### config.mk
export PLATFORM = sky130hd
export DESIGN_NAME = four_way_mux_arbiter
export DESIGN_NICKNAME = d
export VERILOG_FILES = /design/src/rtl/four_way_mux_arbiter_pkg.sv /design/src/rtl/four_way_mux_arbiter_rr_pick.sv /design/src/rtl/four_way_mux_arbiter.sv
export SDC_FILE = /design/constraint.sdc
export NUM_CORES = 1
export LEC_CHECK = 0
export CAP_MARGIN = 20
export CORE_AREA = 2 2 39 41
export CTS_BUF_LIST = sky130_fd_sc_hd__clkbuf_8
export CTS_CLUSTER_DIAMETER = 80
export CTS_CLUSTER_SIZE = 12
export DETAILED_ROUTE_END_ITERATION = 6
export DIE_AREA = 0 0 41 43
export HOLD_SLACK_MARGIN = 0.08
export PLACE_DENSITY = 0.82
export SLEW_MARGIN = 30
export SYNTH_ARGS = -nofsm -noshare
export SYNTH_HDL_FRONTEND = slang
export SYNTH_HIERARCHICAL = 1
export SYNTH_SLANG_ARGS = --single-unit
### constraint.sdc
create_clock -name clk -period 2.65 [get_ports clk]
set_input_delay 0.265 -clock clk [delete_from_list [all_inputs] [get_ports clk]]
set_output_delay 0.265 -clock clk [all_outputs]
set_load 0.01 [all_outputs]
### src/rtl/four_way_mux_arbiter_pkg.sv
// Shared types for the four-way round-robin mux arbiter.
package four_way_arb_pkg;

  localparam int NUM_REQ = 4;

  typedef logic [1:0] idx_t;

  typedef enum logic {
    ARB_IDLE,
    ARB_BUSY
  } arb_state_t;

endpackage

### src/rtl/four_way_mux_arbiter_rr_pick.sv
// Rotating-priority picker: first set req bit at or after start, wrapping 3->0.
module rr_pick
  import four_way_arb_pkg::*;
(
  input  logic [NUM_REQ-1:0] req,
  input  idx_t               start,
  output logic               found,
  output idx_t               idx
);

  idx_t w_cand;

  // Walk from the farthest offset down so the nearest hit is the last write.
  always_comb begin
    found  = 1'b0;
    idx    = start;
    w_cand = start;
    for (int k = NUM_REQ - 1; k >= 0; k--) begin
      w_cand = start + idx_t'(k);
      if (req[w_cand]) begin
        found = 1'b1;
        idx   = w_cand;
      end
    end
  end

endmodule

### src/rtl/four_way_mux_arbiter.sv
// Round-robin arbiter driving the s_0/s_1 select of a shared 4:1 mux.
// Optional hold limit: define FOUR_WAY_ARB_HOLD_LIMIT_EN to force rotation after MAX_HOLD cycles.
module four_way_mux_arbiter
  import four_way_arb_pkg::*;
#(
  parameter int MAX_HOLD = 8
) (
  input  logic               clk,
  input  logic               rst_n,
  input  logic [NUM_REQ-1:0] req,
  output logic [NUM_REQ-1:0] gnt,
  output logic               s_0,
  output logic               s_1,
  output logic               busy,
  output idx_t               owner
);

  if (MAX_HOLD < 2 || MAX_HOLD > 255) begin : g_max_hold_range
    $error("MAX_HOLD must be in 2..255");
  end

  arb_state_t         r_state, w_state_nxt;
  logic [NUM_REQ-1:0] r_gnt, w_gnt_nxt;
  idx_t               r_sel, w_sel_nxt;
  idx_t               r_ptr, w_ptr_nxt;
  logic               r_busy, w_busy_nxt;

  logic [NUM_REQ-1:0] w_cand_req;
  logic               w_found;
  idx_t               w_win;
  logic               w_own_req;
  logic               w_take;

`ifdef FOUR_WAY_ARB_HOLD_LIMIT_EN
  localparam logic [7:0] HOLD_LAST = 8'(MAX_HOLD - 1);
  logic [7:0] r_hold, w_hold_nxt;
`endif

  // The owner never competes in its own handoff; in IDLE r_gnt is zero so
  // every requester is eligible. ptr tracks the owner while BUSY, so one
  // picker starting at ptr+1 serves both searches.
  assign w_cand_req = req & ~r_gnt;

  rr_pick u_pick (
    .req   (w_cand_req),
    .start (r_ptr + idx_t'(1)),
    .found (w_found),
    .idx   (w_win)
  );

  always_comb begin
    w_state_nxt = r_state;
    w_gnt_nxt   = r_gnt;
    w_sel_nxt   = r_sel;
    w_ptr_nxt   = r_ptr;
    w_busy_nxt  = r_busy;
    w_take      = 1'b0;
    w_own_req   = |(req & r_gnt);
    case (r_state)
      ARB_IDLE: w_take = w_found;
      ARB_BUSY: begin
        if (!w_own_req) begin
          w_take = w_found;
          if (!w_found) begin
            // Select and ptr keep their values so the mux does not glitch.
            w_state_nxt = ARB_IDLE;
            w_gnt_nxt   = '0;
            w_busy_nxt  = 1'b0;
          end
        end
`ifdef FOUR_WAY_ARB_HOLD_LIMIT_EN
        else if (w_found && r_hold == HOLD_LAST) begin
          w_take = 1'b1;
        end
`endif
      end
      default: begin
        w_state_nxt = ARB_IDLE;
        w_gnt_nxt   = '0;
        w_busy_nxt  = 1'b0;
      end
    endcase
    if (w_take) begin
      w_state_nxt        = ARB_BUSY;
      w_gnt_nxt          = '0;
      w_gnt_nxt[w_win]   = 1'b1;
      w_sel_nxt          = w_win;
      w_ptr_nxt          = w_win;
      w_busy_nxt         = 1'b1;
    end
  end

`ifdef FOUR_WAY_ARB_HOLD_LIMIT_EN
  // Saturates at the limit so a lone owner keeps the grant indefinitely.
  always_comb begin
    w_hold_nxt = r_hold;
    if (w_take) begin
      w_hold_nxt = '0;
    end else if (r_state == ARB_BUSY && r_hold != HOLD_LAST) begin
      w_hold_nxt = r_hold + 8'd1;
    end
  end

  always_ff @(posedge clk) begin
    if (!rst_n) r_hold <= '0;
    else        r_hold <= w_hold_nxt;
  end
`endif

  always_ff @(posedge clk) begin
    if (!rst_n) begin
      r_state <= ARB_IDLE;
      r_gnt   <= '0;
      r_sel   <= '0;
      r_ptr   <= idx_t'(NUM_REQ - 1);
      r_busy  <= 1'b0;
    end else begin
      r_state <= w_state_nxt;
      r_gnt   <= w_gnt_nxt;
      r_sel   <= w_sel_nxt;
      r_ptr   <= w_ptr_nxt;
      r_busy  <= w_busy_nxt;
    end
  end

  assign gnt   = r_gnt;
  assign s_0   = r_sel[1];
  assign s_1   = r_sel[0];
  assign busy  = r_busy;
  assign owner = r_sel;

endmodule

==> results by stage, run 1 <==
Finish:
- The layout overhead on the synthesized area is 35.5%.
- Cells with a size suffix above 1 make up about 18% of the layout.
- In the final layout, the multi-input gates occupy 319 sq um.
- The antenna diode instance count is 0.
- After filler insertion, the fill cell instance count of the layout stands at between 100 and 150.
- Registers take roughly 200 sq um.
- The post-layout net count is 83.

Global routing:
- The first-pass GRT wire length is around 1.8 mm.
- The initial antenna violation count was 0.
- The total track usage is 16.2%.
- The pin count of the biggest net entering global routing is 13.
- The overall overflow remaining after global route is 0.
- The number of global-route vias before repair is approximately 440.

Worst setup path:
- The critical path start-end classification is in2reg.
- The worst path arrival time is 2.14 ns.
- Across all register-to-register paths, the minimum setup slack is 0.74 ns.
- The required time at the worst-slack endpoint is approximately 2.8 ns.
- The startpoint kind of the worst setup timing path is an input pin.
- The element type at the critical path end is a flop.
- Along the worst path, the maximum fanout reaches 6.

Power:
- The leakage power figure is just over 0.3 nW.
- The overall power is 963 uW.
- In this run the power density over the cells is around 1300 mW/mm^2.
- The worst ir drop on vdd is approximately 0.00055 V.

Status:
- The run finished with clean final reports.

Yosys:
- During synthesis, Yosys emitted a total of 6 warnings.
- Yosys mapped a number of flops with a built-in enable equal to 0.
- The post-synthesis register bit count is 10.
- Counting every instance in the synthesized netlist gives 61.
- The sequential share of the synthesized area is 36.2%.
- The per-instance average area after synthesis is ~9 sq um.
- The commonest cells after synthesis are 10 x sky130_fd_sc_hd__dfxtp_1, 5 x sky130_fd_sc_hd__o21ai_0, 4 x sky130_fd_sc_hd__inv_1, 4 x sky130_fd_sc_hd__nand2_1, 3 x sky130_fd_sc_hd__and2b_2.
- The cell with the most instances after synthesis is sky130_fd_sc_hd__dfxtp_1.
- The post-synthesis cell type with the largest combined area is sky130_fd_sc_hd__dfxtp_1.
- Synthesis produced a netlist with a net count of 67.
- By area the synthesized netlist is led by sky130_fd_sc_hd__dfxtp_1 36%, sky130_fd_sc_hd__and2b_2 4.8%, sky130_fd_sc_hd__o21ai_0 4.5%, sky130_fd_sc_hd__a32o_2 4.1%, sky130_fd_sc_hd__o221a_2 4.1%.
- The fraction of registers with async set/reset is 0%.
- The unique cell type count in the Yosys netlist is 32.
- The flip-flop cell with the highest count after synthesis is sky130_fd_sc_hd__dfxtp_1.
- In this run the biggest area consumer among cell types represents a little over a third of the synthesized area.
- The cell area that synthesis handed to floorplanning was roughly 550 sq um.

Detailed routing:
- After detailed routing, the average wire length per cell comes to approximately 14 um.
- In the routed layout, each cell is associated on average with a via count of 5.84.
- The overall routed net length is 1.32 mm.
- The detailed router finished its first iteration with 38 violations.
- In the routed design, unresolved DRC markers number 0.
- The remaining number of nets flagged by the antenna check after routing is 0.
- The number of optimization iterations in the first detailed-route pass is 4.
- For this block, the via count after detailed routing is roughly 540.

Clock tree:
- TritonCTS built the clock tree.
- The count of H-tree levels built during CTS is 1.
- The clock transition at the registers of the reported paths is roughly 0.05 ns.
- The number of buffers inserted to repair setup after CTS is 0.
- The clock drives 10 sinks.
- Buffers inserted to repair hold after CTS numbered 0.
- Buffers inserted during clock tree synthesis total 3.
- Clock latency on the worst-skew pair, taken at its later pin, is roughly 0.24 ns.
- Gates resized during post-CTS repair numbered 0.
- The longest clock path from root to sink contains 2 buffers.
- In this run the clock root is driven by a sky130_fd_sc_hd__clkbuf_8.

Placement:
- The count of buffers inserted at the top-level ports is 14.
- The half-perimeter wire length of the detailed placement result is 989 um.
- Routability-driven placement finished with a final weighted congestion of between 0.9 and 1.

Floorplanning:
- In this run the core area contains 14 standard-cell rows.
- The die height is 43 um.
- The initial utilization of the core area, before any placement, comes to between 30% and 40%.
- The overall die width is a little over 40 um.
- The die covers 0.00176 sq mm.
- After floorplanning, the core was sized to cover between 0.001 and 0.0015 sq mm.
- Pin placement for this block handled 15 I/O pins.

Timing:
- Between clock sinks in the finished design, the worst skew comes to 0.00592 ns.
- The slew at the pin closest to its max-slew limit is 0.398 ns.
- Setup violations remaining at the end of the flow were counted as 0.
- The total count of max-transition violations in the final report was 0.
- The share of the clock period used by the worst path after layout is 76.0%.
- The number of hold violations in the final report is 0.
- The minimum period implied by the final worst setup slack is roughly 2.0 ns.
- Setup repair after global routing left no endpoint under its margin.
- The maximum clock frequency is slightly below 0.5 GHz.
- In the final timing run, aggregate negative setup slack is 0 ns.
- Measured against its own limit, the worst slew margin works out to 73.4%.

Min path:
- In this run the worst hold path is classified as reg2reg.

Job:
- The reported max-cap violation count is 0.
[cell families after synthesis]
family                    count (synthesis)  share of synthesized area [%]
and+or+nand+nor                          22                           25.6
AOI/OAI and AO/OA                        21                           30.5
DFF                                      10                           36.2
buffers and inverters                     7                           6.11
xor gates and xnor gates                  1                           1.58
[report_power, final]
group	switching [mW]	internal (mW)
logic	0.242	0.266
clock network	0.0573	0.130
registers	0.0535	0.215
[routing by layer]
metal  global-route usage (%)  vias to the layer above  share of wire [%]  wire length (um)
met5                        0                        -                  0                 0
met1                     19.4                      243                 44               585
met2                     21.3                       28                 46               607
met3                     4.71                        6                6.1                81
met4                     16.0                        0                3.5                46
li1                         -                      260                  -                 -
[final timing paths]
kind / start / endpoint / cells past startpoint
max: req[3] / r_ptr[1]$_SDFFE_PN1P_ / 7
min: owner[1]$_SDFFE_PN0P_ / owner[1]$_SDFFE_PN0P_ / 2
max reg2reg: gnt[3]$_SDFFE_PN0P_ / r_ptr[1]$_SDFFE_PN1P_ / 6
min reg2reg: owner[1]$_SDFFE_PN0P_ / owner[1]$_SDFFE_PN0P_ / 2
[through the flow]
step,setup slack (ns),utilization (%),instances,instance area [sq um],hold slack [ns]
final,0.637,54.2,92,749,0.488
after global routing,0.424,54.2,92,749,0.492
after CTS,0.634,54.2,92,749,0.487
after detailed placement,0.408,50.2,88,694,0.476
after global placement,0.456,50.2,88,694,0.469
after floorplan,0.887,-,61,553,0.488
[state kept, by name, summed over array words and instances (netlist names)]
name and count:
busy 1, gnt 4, owner 2, r_ptr 2, r_state 1
[worst max-delay path: stages]
cell                              delay (ns)
sky130_fd_sc_hd__clkdlybuf4s50_1        0.48
sky130_fd_sc_hd__and2b_1                0.22
sky130_fd_sc_hd__and3b_1                0.19
sky130_fd_sc_hd__or4_1                  0.46
sky130_fd_sc_hd__nand2_1                0.15
sky130_fd_sc_hd__inv_1                  0.07
sky130_fd_sc_hd__o311ai_0               0.31
[layout make-up]
| cell class | count | share of cell area [%] |
|---|---|---|
| Multi-Input combinational cell | 44 | 42.6 |
| Clock buffer | 4 | 7.35 |
| Inverter | 4 | 2.00 |
| Sequential cell | 10 | 26.7 |
| Timing Repair Buffer | 14 | 18.7 |
| Tap cell | 16 | 2.67 |
[layout by cell type, fill, tap and decap left out, types with 3 or more instances in the layout]
cell	synthesis	layout
sky130_fd_sc_hd__and2b_2	3	3
sky130_fd_sc_hd__clkbuf_8	0	4
sky130_fd_sc_hd__clkdlybuf4s50_1	0	14
sky130_fd_sc_hd__dfxtp_1	10	10
sky130_fd_sc_hd__inv_1	4	4
sky130_fd_sc_hd__nand2_1	4	4
sky130_fd_sc_hd__o21ai_0	5	5
(Power assumes the default switching activity.)
==> run 2, diff against run 1 <==
PLACE_DENSITY = 0.85   (was 0.82)
clock period = 1.7 ns   (was 2.65 ns; I/O delays follow)
==> results by stage, run 2 (same netlist as run 1, synthesis figures left out) <==
Clock tree:
- The clock reaches the later pin of the worst-skew pair after ~0.23 ns.
- The buffer depth of the longest clock path is 2.
- The tree built by TritonCTS fans out to 10 sinks.
- In this run the clock root is driven by a sky130_fd_sc_hd__clkbuf_8.
- The TritonCTS clock tree is done.
- The number of hold buffers added after CTS is 0.
- The number of buffers created by CTS is 3.
- In this run the number of H-tree levels came out at 1.
- After clock tree synthesis, the clock-pin slew on the worst setup and hold paths is approximately 0.050 ns.

Min path:
- The min-delay analysis places its worst path in the category reg2reg.
- In this run the most critical hold path is launched from owner[1]$_SDFFE_PN0P_.

Timing:
- Headroom to the max-slew limit came out at between 60% and 70%.
- The slew at the pin closest to its max-slew limit is approximately 0.47 ns.
- Setup violations remaining at the end of the flow were counted as 4.
- Timing would allow up to ~0.56 GHz.
- The clock arrives with roughly 0.0064 ns of skew.
- Setup repair after global routing could not meet its margin everywhere.
- The share of the clock period used by the worst path after layout is 105%.
- After layout, the worst setup slack is -0.0777 ns.
- The total count of max-transition violations in the final report was 0.
- The number of hold violations in the final report is 0.
- The minimum period implied by the final worst setup slack is 1.78 ns.

Detailed routing:
- The overall routed net length is between 1.5 and 2 mm.
- The average wire per standard cell is 16.5 um.
- The DRC violation total after the first TritonRoute iteration is 29.
- The via density per instance is 5.94.
- For this run, design rule violations remaining after detail routing come to 0.
- The first detailed-routing pass ran for 6 iterations.
- In this run the remaining antenna-violating nets after routing total 0.
- The via count is 600.

Placement:
- Detailed placement finished with a half-perimeter wire length of between 1 and 1.5 mm.
- The count of buffers inserted at the top-level ports is 14.
- The placed instances occupy a cell area of approximately 760 sq um.
- At the end of routability-driven placement, the weighted congestion stood at around 0.85.
- Once placement completed, the tool counted placed cells totaling 96.

Finish:
- The final standard cell area without fillers is about 900 sq um.
- In the final layout, the share of cells above drive strength 1 is 42.4%.
- The most frequent standard cell in the layout excluding fill and tap cells is sky130_fd_sc_hd__clkdlybuf4s50_1.
- The post-route non-filler standard cell count is between 100 and 150.
- The antenna diode instance count is 0.
- The post-layout net count is between 90 and 100.
- The number of flip-flops under the largest register name is 4.
- In the layout the commonest cells are 12 x sky130_fd_sc_hd__clkdlybuf4s50_1, 10 x sky130_fd_sc_hd__buf_4, 8 x sky130_fd_sc_hd__dfxtp_1.
- Relative to the synthesized area, the layout overhead comes to 58.4%.

Worst setup path:
- The startpoint kind of the worst setup timing path is a flop.
- The beginning of the critical path is gnt[3]$_SDFFE_PN0P_.
- The setup slack of the most critical reg-to-reg path is -0.08 ns.
- The worst register-to-register path begins at gnt[3]$_SDFFE_PN0P_.
- The setup path with the least slack is of type reg2reg.
- The largest fanout on the critical path is 4.
- The required time at the worst-slack endpoint is about 1.8 ns.
- The worst setup path is captured at a flop.
- The worst path arrival time is between 1.5 and 2 ns.

Power:
- The portion of total power attributed to the clock network is roughly an eighth.
- The worst ir drop on vdd is about 0.001 V.
- The net switching component of the power is between 700 and 800 uW.
- Combinational cells account for between 60% and 70% of the total power.
- Power spread over the standard cell area amounts to just over 2000 mW/mm^2.
- The leakage power figure is ~0.38 nW.
- The total internal power is approximately 1.1 mW.
- In this run switching power makes up 39.1% of total power.
- In this run, flip-flops and latches consume about a quarter of the power.

Global routing:
- The initial antenna violation count is 0.
- The first-pass GRT wire length is about 2.4 mm.
- The number of global-route vias before repair is 566.
- The pin count of the biggest net entering global routing is 13.
- Global routing finished with a remaining overflow of 0.
- Global routing consumed, over all layers together, 20.5% of the routing resources.

Status:
- The run finished, with violations left.
- The final reports fail on negative setup slack.

Floorplanning:
- Measured along the x axis, the die boundary spans slightly above 40 um.
- The initial cell density of the core is 40.0%.
- The core region area is about 0.0014 sq mm.
- The die covers approximately 0.0018 sq mm.
- The initialized floorplan defines 14 standard-cell rows.
- The die is 43 um tall.
- 15 I/O pins were placed.

Job:
- Across the run, the number of max-cap violations was 0.
run 2: changes by cell type in the layout (fill, tap and decap cells not counted), moves of 2 or more:
cell | before | now
sky130_fd_sc_hd__buf_4 | 0 | 10
sky130_fd_sc_hd__o21ai_0 | 5 | 1
sky130_fd_sc_hd__dfxtp_2 | 0 | 2
sky130_fd_sc_hd__o21ai_1 | 0 | 4
sky130_fd_sc_hd__nor2_2 | 1 | 3
sky130_fd_sc_hd__clkdlybuf4s50_1 | 14 | 12
sky130_fd_sc_hd__dfxtp_1 | 10 | 8
sky130_fd_sc_hd__nor2_1 | 2 | 0
sky130_fd_sc_hd__nand2_1 | 4 | 2
run 2: metrics by stage:
stage	util [%]	setup slack (ns)	TNS, ns	hold slack, ns	total power [mW]
after detailed placement	54.9	-0.336	-2.07	0.472	1.31
after global placement	54.9	-0.249	-1.79	0.460	1.30
after floorplan	-	0.0159	0	0.457	0.952
after global routing	63.3	-0.0925	-0.410	0.504	1.89
final	63.3	-0.0777	-0.222	0.467	1.80
after CTS	60.6	-0.0410	-0.0654	0.479	1.65
run 2: per-layer routing:
layer	vias up	global-route usage (%)	share of wire (%)
met1	290	26.5	39
li1	274	-	-
met2	32	30.6	52
met3	4	6.81	6.7
met4	0	7.33	2.3
met5	-	0	0
run 2: timing repair:
action | CTS | global route
setup endpoints to repair | 4 | 8
cloned | 0 | 0
pin swaps | 2 | 5
gates resized for setup | 7 | 13
setup buffers | 2 | 0
run 2: area by class of cell:
class                      count  area (sq um)
fill                         105           508
multi-input combinational     44           378
tap                           16          20.0
sequential                    10           203
timing repair buffer          24           216
clock buffer                   3          41.3
inverter                       4          17.5
run 2: critical path, cell delays in order (launching register included):
cell	delay (ns)
sky130_fd_sc_hd__dfxtp_2	0.32
sky130_fd_sc_hd__and2b_2	0.23
sky130_fd_sc_hd__buf_4	0.15
sky130_fd_sc_hd__nor2_2	0.17
sky130_fd_sc_hd__a21oi_1	0.06
sky130_fd_sc_hd__o221a_2	0.30
sky130_fd_sc_hd__and3_4	0.17
sky130_fd_sc_hd__a32o_2	0.26
run 2: worst paths after layout:
| kind | end | depth (start not counted) |
|---|---|---|
| worst min-delay path | owner[1]$_SDFFE_PN0P_ | 2 |
| worst max-delay path | gnt[3]$_SDFFE_PN0P_ | 7 |
| worst max register to register | gnt[3]$_SDFFE_PN0P_ | 7 |
| worst min register to register | owner[1]$_SDFFE_PN0P_ | 2 |
run 2: power by group through the flow:
stage,Clock [mW],Combinational [mW],Sequential [mW]
2_1_floorplan,0,0.513,0.439
3_3_place_gp,0,0.894,0.401
3_5_place_dp,0,0.906,0.405
4_1_cts,0.242,0.994,0.414
5_1_grt,0.255,1.21,0.428
6_report,0.240,1.14,0.419
==> run 3, diff against run 2 <==
PLACE_DENSITY = 0.86   (was 0.85)
SYNTH_HIERARCHICAL = unset   (was 1)
==> results by stage, run 3 <==
Status:
- The run finished with clean final reports.

Global routing:
- The first-pass GRT wire length is slightly above 2 mm.
- The global-route track usage on met3 is about 1.6%.
- For met1 alone, demand over resource in global routing was 24.3%.
- For this run the aggregate overflow at the end of global routing stands at 0.
- The initial antenna violation count came to 0.
- The met2 usage in global routing is between 20% and 30%.
- Entering global routing, the biggest net connects 10 pins.
- The number of global-route vias before repair is between 400 and 500.
- The layer flagged by global routing as most heavily used is met1.
- The total track usage is 17.0%.

Floorplanning:
- In this run the vertical extent of the chip is roughly 43 um.
- From left edge to right edge, the die measures 41 um.
- The initialized floorplan defines 14 standard-cell rows.
- The number of top-level pins is 15.
- The die covers ~0.0018 sq mm.
- For this configuration, the core starts out at a cell density of about two fifths.
- The core region area is between 0.001 and 0.0015 sq mm.

Detailed routing:
- The via density per instance is between 5 and 6.
- The overall routed net length is between 1 and 1.5 mm.
- The detail route stage leaves a number of antenna-violating nets equal to 0.
- After detailed routing, the number of remaining DRC violations is 0.
- The via count is about 540.
- The number of optimization iterations in the first detailed-route pass is 4.
- Dividing the detail-routed wire length by the instance count gives ~13 um.
- The detailed router finished its first iteration with 14 violations.

Timing:
- Between clock sinks in the finished design, the worst skew comes to 0.00143 ns.
- Setup repair after global routing left no endpoint under its margin.
- The setup violation total in the final timing report is 0.
- The number of hold violations in the final report is 0.
- The maximum clock frequency is 0.627 GHz.
- The normalized max-slew margin is about four fifths.
- The minimum period implied by the final worst setup slack is around 1.6 ns.
- At the pin with the least slew margin, the transition time is 0.326 ns.
- The worst path setup slack after routing is roughly 0.10 ns.
- The share of the clock period used by the worst path after layout is 93.8%.
- The total count of max-transition violations in the final report came to 0.
- The final worst hold slack is 0.501 ns.

Yosys:
- Of the total synthesized cell area, the portion taken by full adders, half adders and majority gates is 0%.
- Sorting the synthesized cells by area gives the leading types as sky130_fd_sc_hd__dfxtp_1 35%, sky130_fd_sc_hd__a22o_1 7.7%, sky130_fd_sc_hd__o211a_1 5.3%, sky130_fd_sc_hd__o221ai_1 4.6%, sky130_fd_sc_hd__nor4_4 3.7%.
- In the synthesized netlist the async set-or-reset flop fraction comes to 0%.
- In the post-synthesis netlist, the cell with the most instances is sky130_fd_sc_hd__dfxtp_1.
- Synthesis produced a netlist with a net count of 63.
- The simple-gate area share of the yosys netlist is between 20% and 30%.
- The main combinational cell family by area after synthesis is compound AO/OA/AOI/OAI gates.
- The per-instance average area after synthesis is ~10 sq um.
- Summing every instance area after synthesis gives between 500 and 600 sq um.
- The post-synthesis register bit count is 10.
- The number of enable-type register cells in the synthesized netlist is 0.
- The post-synthesis cell type with the largest combined area is sky130_fd_sc_hd__dfxtp_1.
- The mux contribution to synthesized area is 0%.
- The proportion of netlist area held by the largest area contributor is 35.2%.
- The sequential share of the synthesized area is approximately a third.
- The complex-gate fraction of the synthesized area is a little under a third.
- The commonest cells after synthesis are 10 x sky130_fd_sc_hd__dfxtp_1, 5 x sky130_fd_sc_hd__a22o_1.
- Counting distinct cell types in the post-synthesis netlist gives 28.
- The Yosys step of the flow raised 0 warnings.
- The flip-flop cell with the highest count after synthesis is sky130_fd_sc_hd__dfxtp_1.
- In the synthesized netlist, the number of instances is 57.
- The xor/xnor share of the synthesized area is 1.54%.

Clock tree:
- The number of buffers created by CTS is 3.
- For the worst-skew pair, the clock arrives at the later sink with an insertion delay of roughly 0.24 ns.
- The clock root buffer master is sky130_fd_sc_hd__clkbuf_8.
- In this run the number of H-tree levels came out at 1.
- The clock transition at the registers of the reported paths is 0.05 ns.
- The number of hold buffers added after CTS is 0.
- The buffer depth of the longest clock path is 2.
- The clock drives 10 sinks.
- Once the clock tree was built, the resizer swapped 0 gates to a different size.
- Post-CTS timing repair inserted 0 buffers for setup.
- TritonCTS built the clock tree.

Power:
- In this run the static leakage power is about 0.34 nW.
- For this design the ratio of total power to cell area is approximately 1800 mW/mm^2.
- The worst ir drop on vdd is approximately 0.0009 V.

Worst setup path:
- The signal on the critical path passes through clkdlybuf4s50_1, nor2b_2, o221ai_1, a21o_2, nor4bb_2, a22o_1.
- The worst path arrival time is 1.78 ns.
- In this design, the stage delay of the slowest critical-path cell is between 0.4 and 0.5 ns.
- In this run the worst path has a maximum fanout of 3.
- The slowest cell on the critical path is sky130_fd_sc_hd__clkdlybuf4s50_1.
- In this run the critical register-to-register path is launched from gnt[3]$_SDFFE_PN0P_.
- STA classifies the critical path endpoint as a flop.
- In this run the worst setup path begins at req[2].
- The required time at the worst-slack endpoint is ~1.9 ns.
- The critical path start-end classification is in2reg.
- STA classifies the critical path startpoint as an input pin.

Finish:
- Cells with a size suffix above 1 make up between 20% and 30% of the layout.
- The finished layout holds 95 standard cells, fillers aside.
- The number of flip-flops under the largest register name is 4.
- Leaving out fill and tap cells, the most frequent cells in the layout are 14 x sky130_fd_sc_hd__clkdlybuf4s50_1, 10 x sky130_fd_sc_hd__dfxtp_1, 7 x sky130_fd_sc_hd__buf_4.
- The sequential cell area is 200 sq um.
- After filler insertion, the fill cell instance count of the layout stands at 123.
- Leaving out fill and tap cells, the most frequent cell in the layout is sky130_fd_sc_hd__clkdlybuf4s50_1.
- The area of the multi-input gates is around 340 sq um.
- The repair_antennas step left the layout with diodes totalling 0.
- Relative to the synthesized area, the layout overhead comes to 42.5%.
- The final standard cell area without fillers is just over 800 sq um.
- The post-layout net count is 86.

Placement:
- The worst setup timing slack at the placement stage is -0.132 ns.
- The count of buffers added on input and output ports is 14.
- At the end of routability-driven placement, the weighted congestion stood at between 0.7 and 0.8.
- Summed over all nets, the half-perimeter wirelength after detailed placement is around 950 um.
- After detailed placement, the total cell area comes to 754 sq um.
- The number of instances in the placed design is 91.

Min path:
- The startpoint of the lowest-slack hold path is busy$_SDFFE_PN0P_.
- In this run the worst hold path is classified as reg2reg.

Job:
- Max-cap violations in this run came to 0.
-- run 3: cell types whose count changed in the layout (fill, tap and decap cells not counted), moves of 3 or more --
cell / previous run / this run
sky130_fd_sc_hd__nor2_1: 0 / 3
sky130_fd_sc_hd__o211a_1: 0 / 3
sky130_fd_sc_hd__buf_4: 10 / 7
sky130_fd_sc_hd__o21ai_1: 4 / 1
sky130_fd_sc_hd__and2b_2: 4 / 0
sky130_fd_sc_hd__o221ai_1: 0 / 3
sky130_fd_sc_hd__a22o_1: 1 / 5
sky130_fd_sc_hd__nor2_2: 3 / 0
-- run 3: area by class of cell --
cell class,count,area share [%]
clock buffers,4,6.80
well taps,16,2.47
repair buffers,21,23.8
inverters,1,0.464
multi-input cells,43,41.7
flip-flops and latches,10,24.7
-- run 3: worst paths after layout --
kind | end | depth (start not counted) | slack (ns)
setup reg to reg | gnt[2]$_SDFFE_PN0P_ | 5 | 0.17
setup / recovery | gnt[2]$_SDFFE_PN0P_ | 6 | 0.10
hold / removal | busy$_SDFFE_PN0P_ | 1 | 0.50
hold reg to reg | busy$_SDFFE_PN0P_ | 1 | 0.50
-- run 3: layer usage --
metal,up-vias,share of wire [%]
li1,266,-
met1,251,46
met2,17,45
met3,2,6.3
met4,0,2.2
met5,-,0
-- run 3: worst max-delay path: cells and delay by family --
kind,cells,cell delay (ns)
buf+inv,1,0.49
compound gates,3,0.57
simple gates,2,0.56
-- run 3: metrics by stage --
step | total power [mW] | setup TNS [ns] | utilization (%)
finish | 1.47 | 0 | 58.5
global route | 1.57 | 0 | 58.5
CTS | 1.48 | 0 | 58.5
detailed placement | 1.17 | -0.696 | 54.5
global placement | 1.15 | -0.421 | 54.5
floorplan | 0.898 | 0 | -
-- run 3: power breakdown --
| group | leakage (nW) | internal (mW) | switching, mW |
|---|---|---|---|
| clock | 0.0288 | 0.204 | 0.0950 |
| combinational | 0.228 | 0.415 | 0.326 |
| sequential | 0.0830 | 0.326 | 0.102 |
-- run 3: kinds of logic after synthesis --
| group | after synthesis |
|---|---|
| compound gates | 23 |
| xor+xnor | 1 |
| flops | 10 |
| buf+inv | 4 |
| simple gates | 19 |
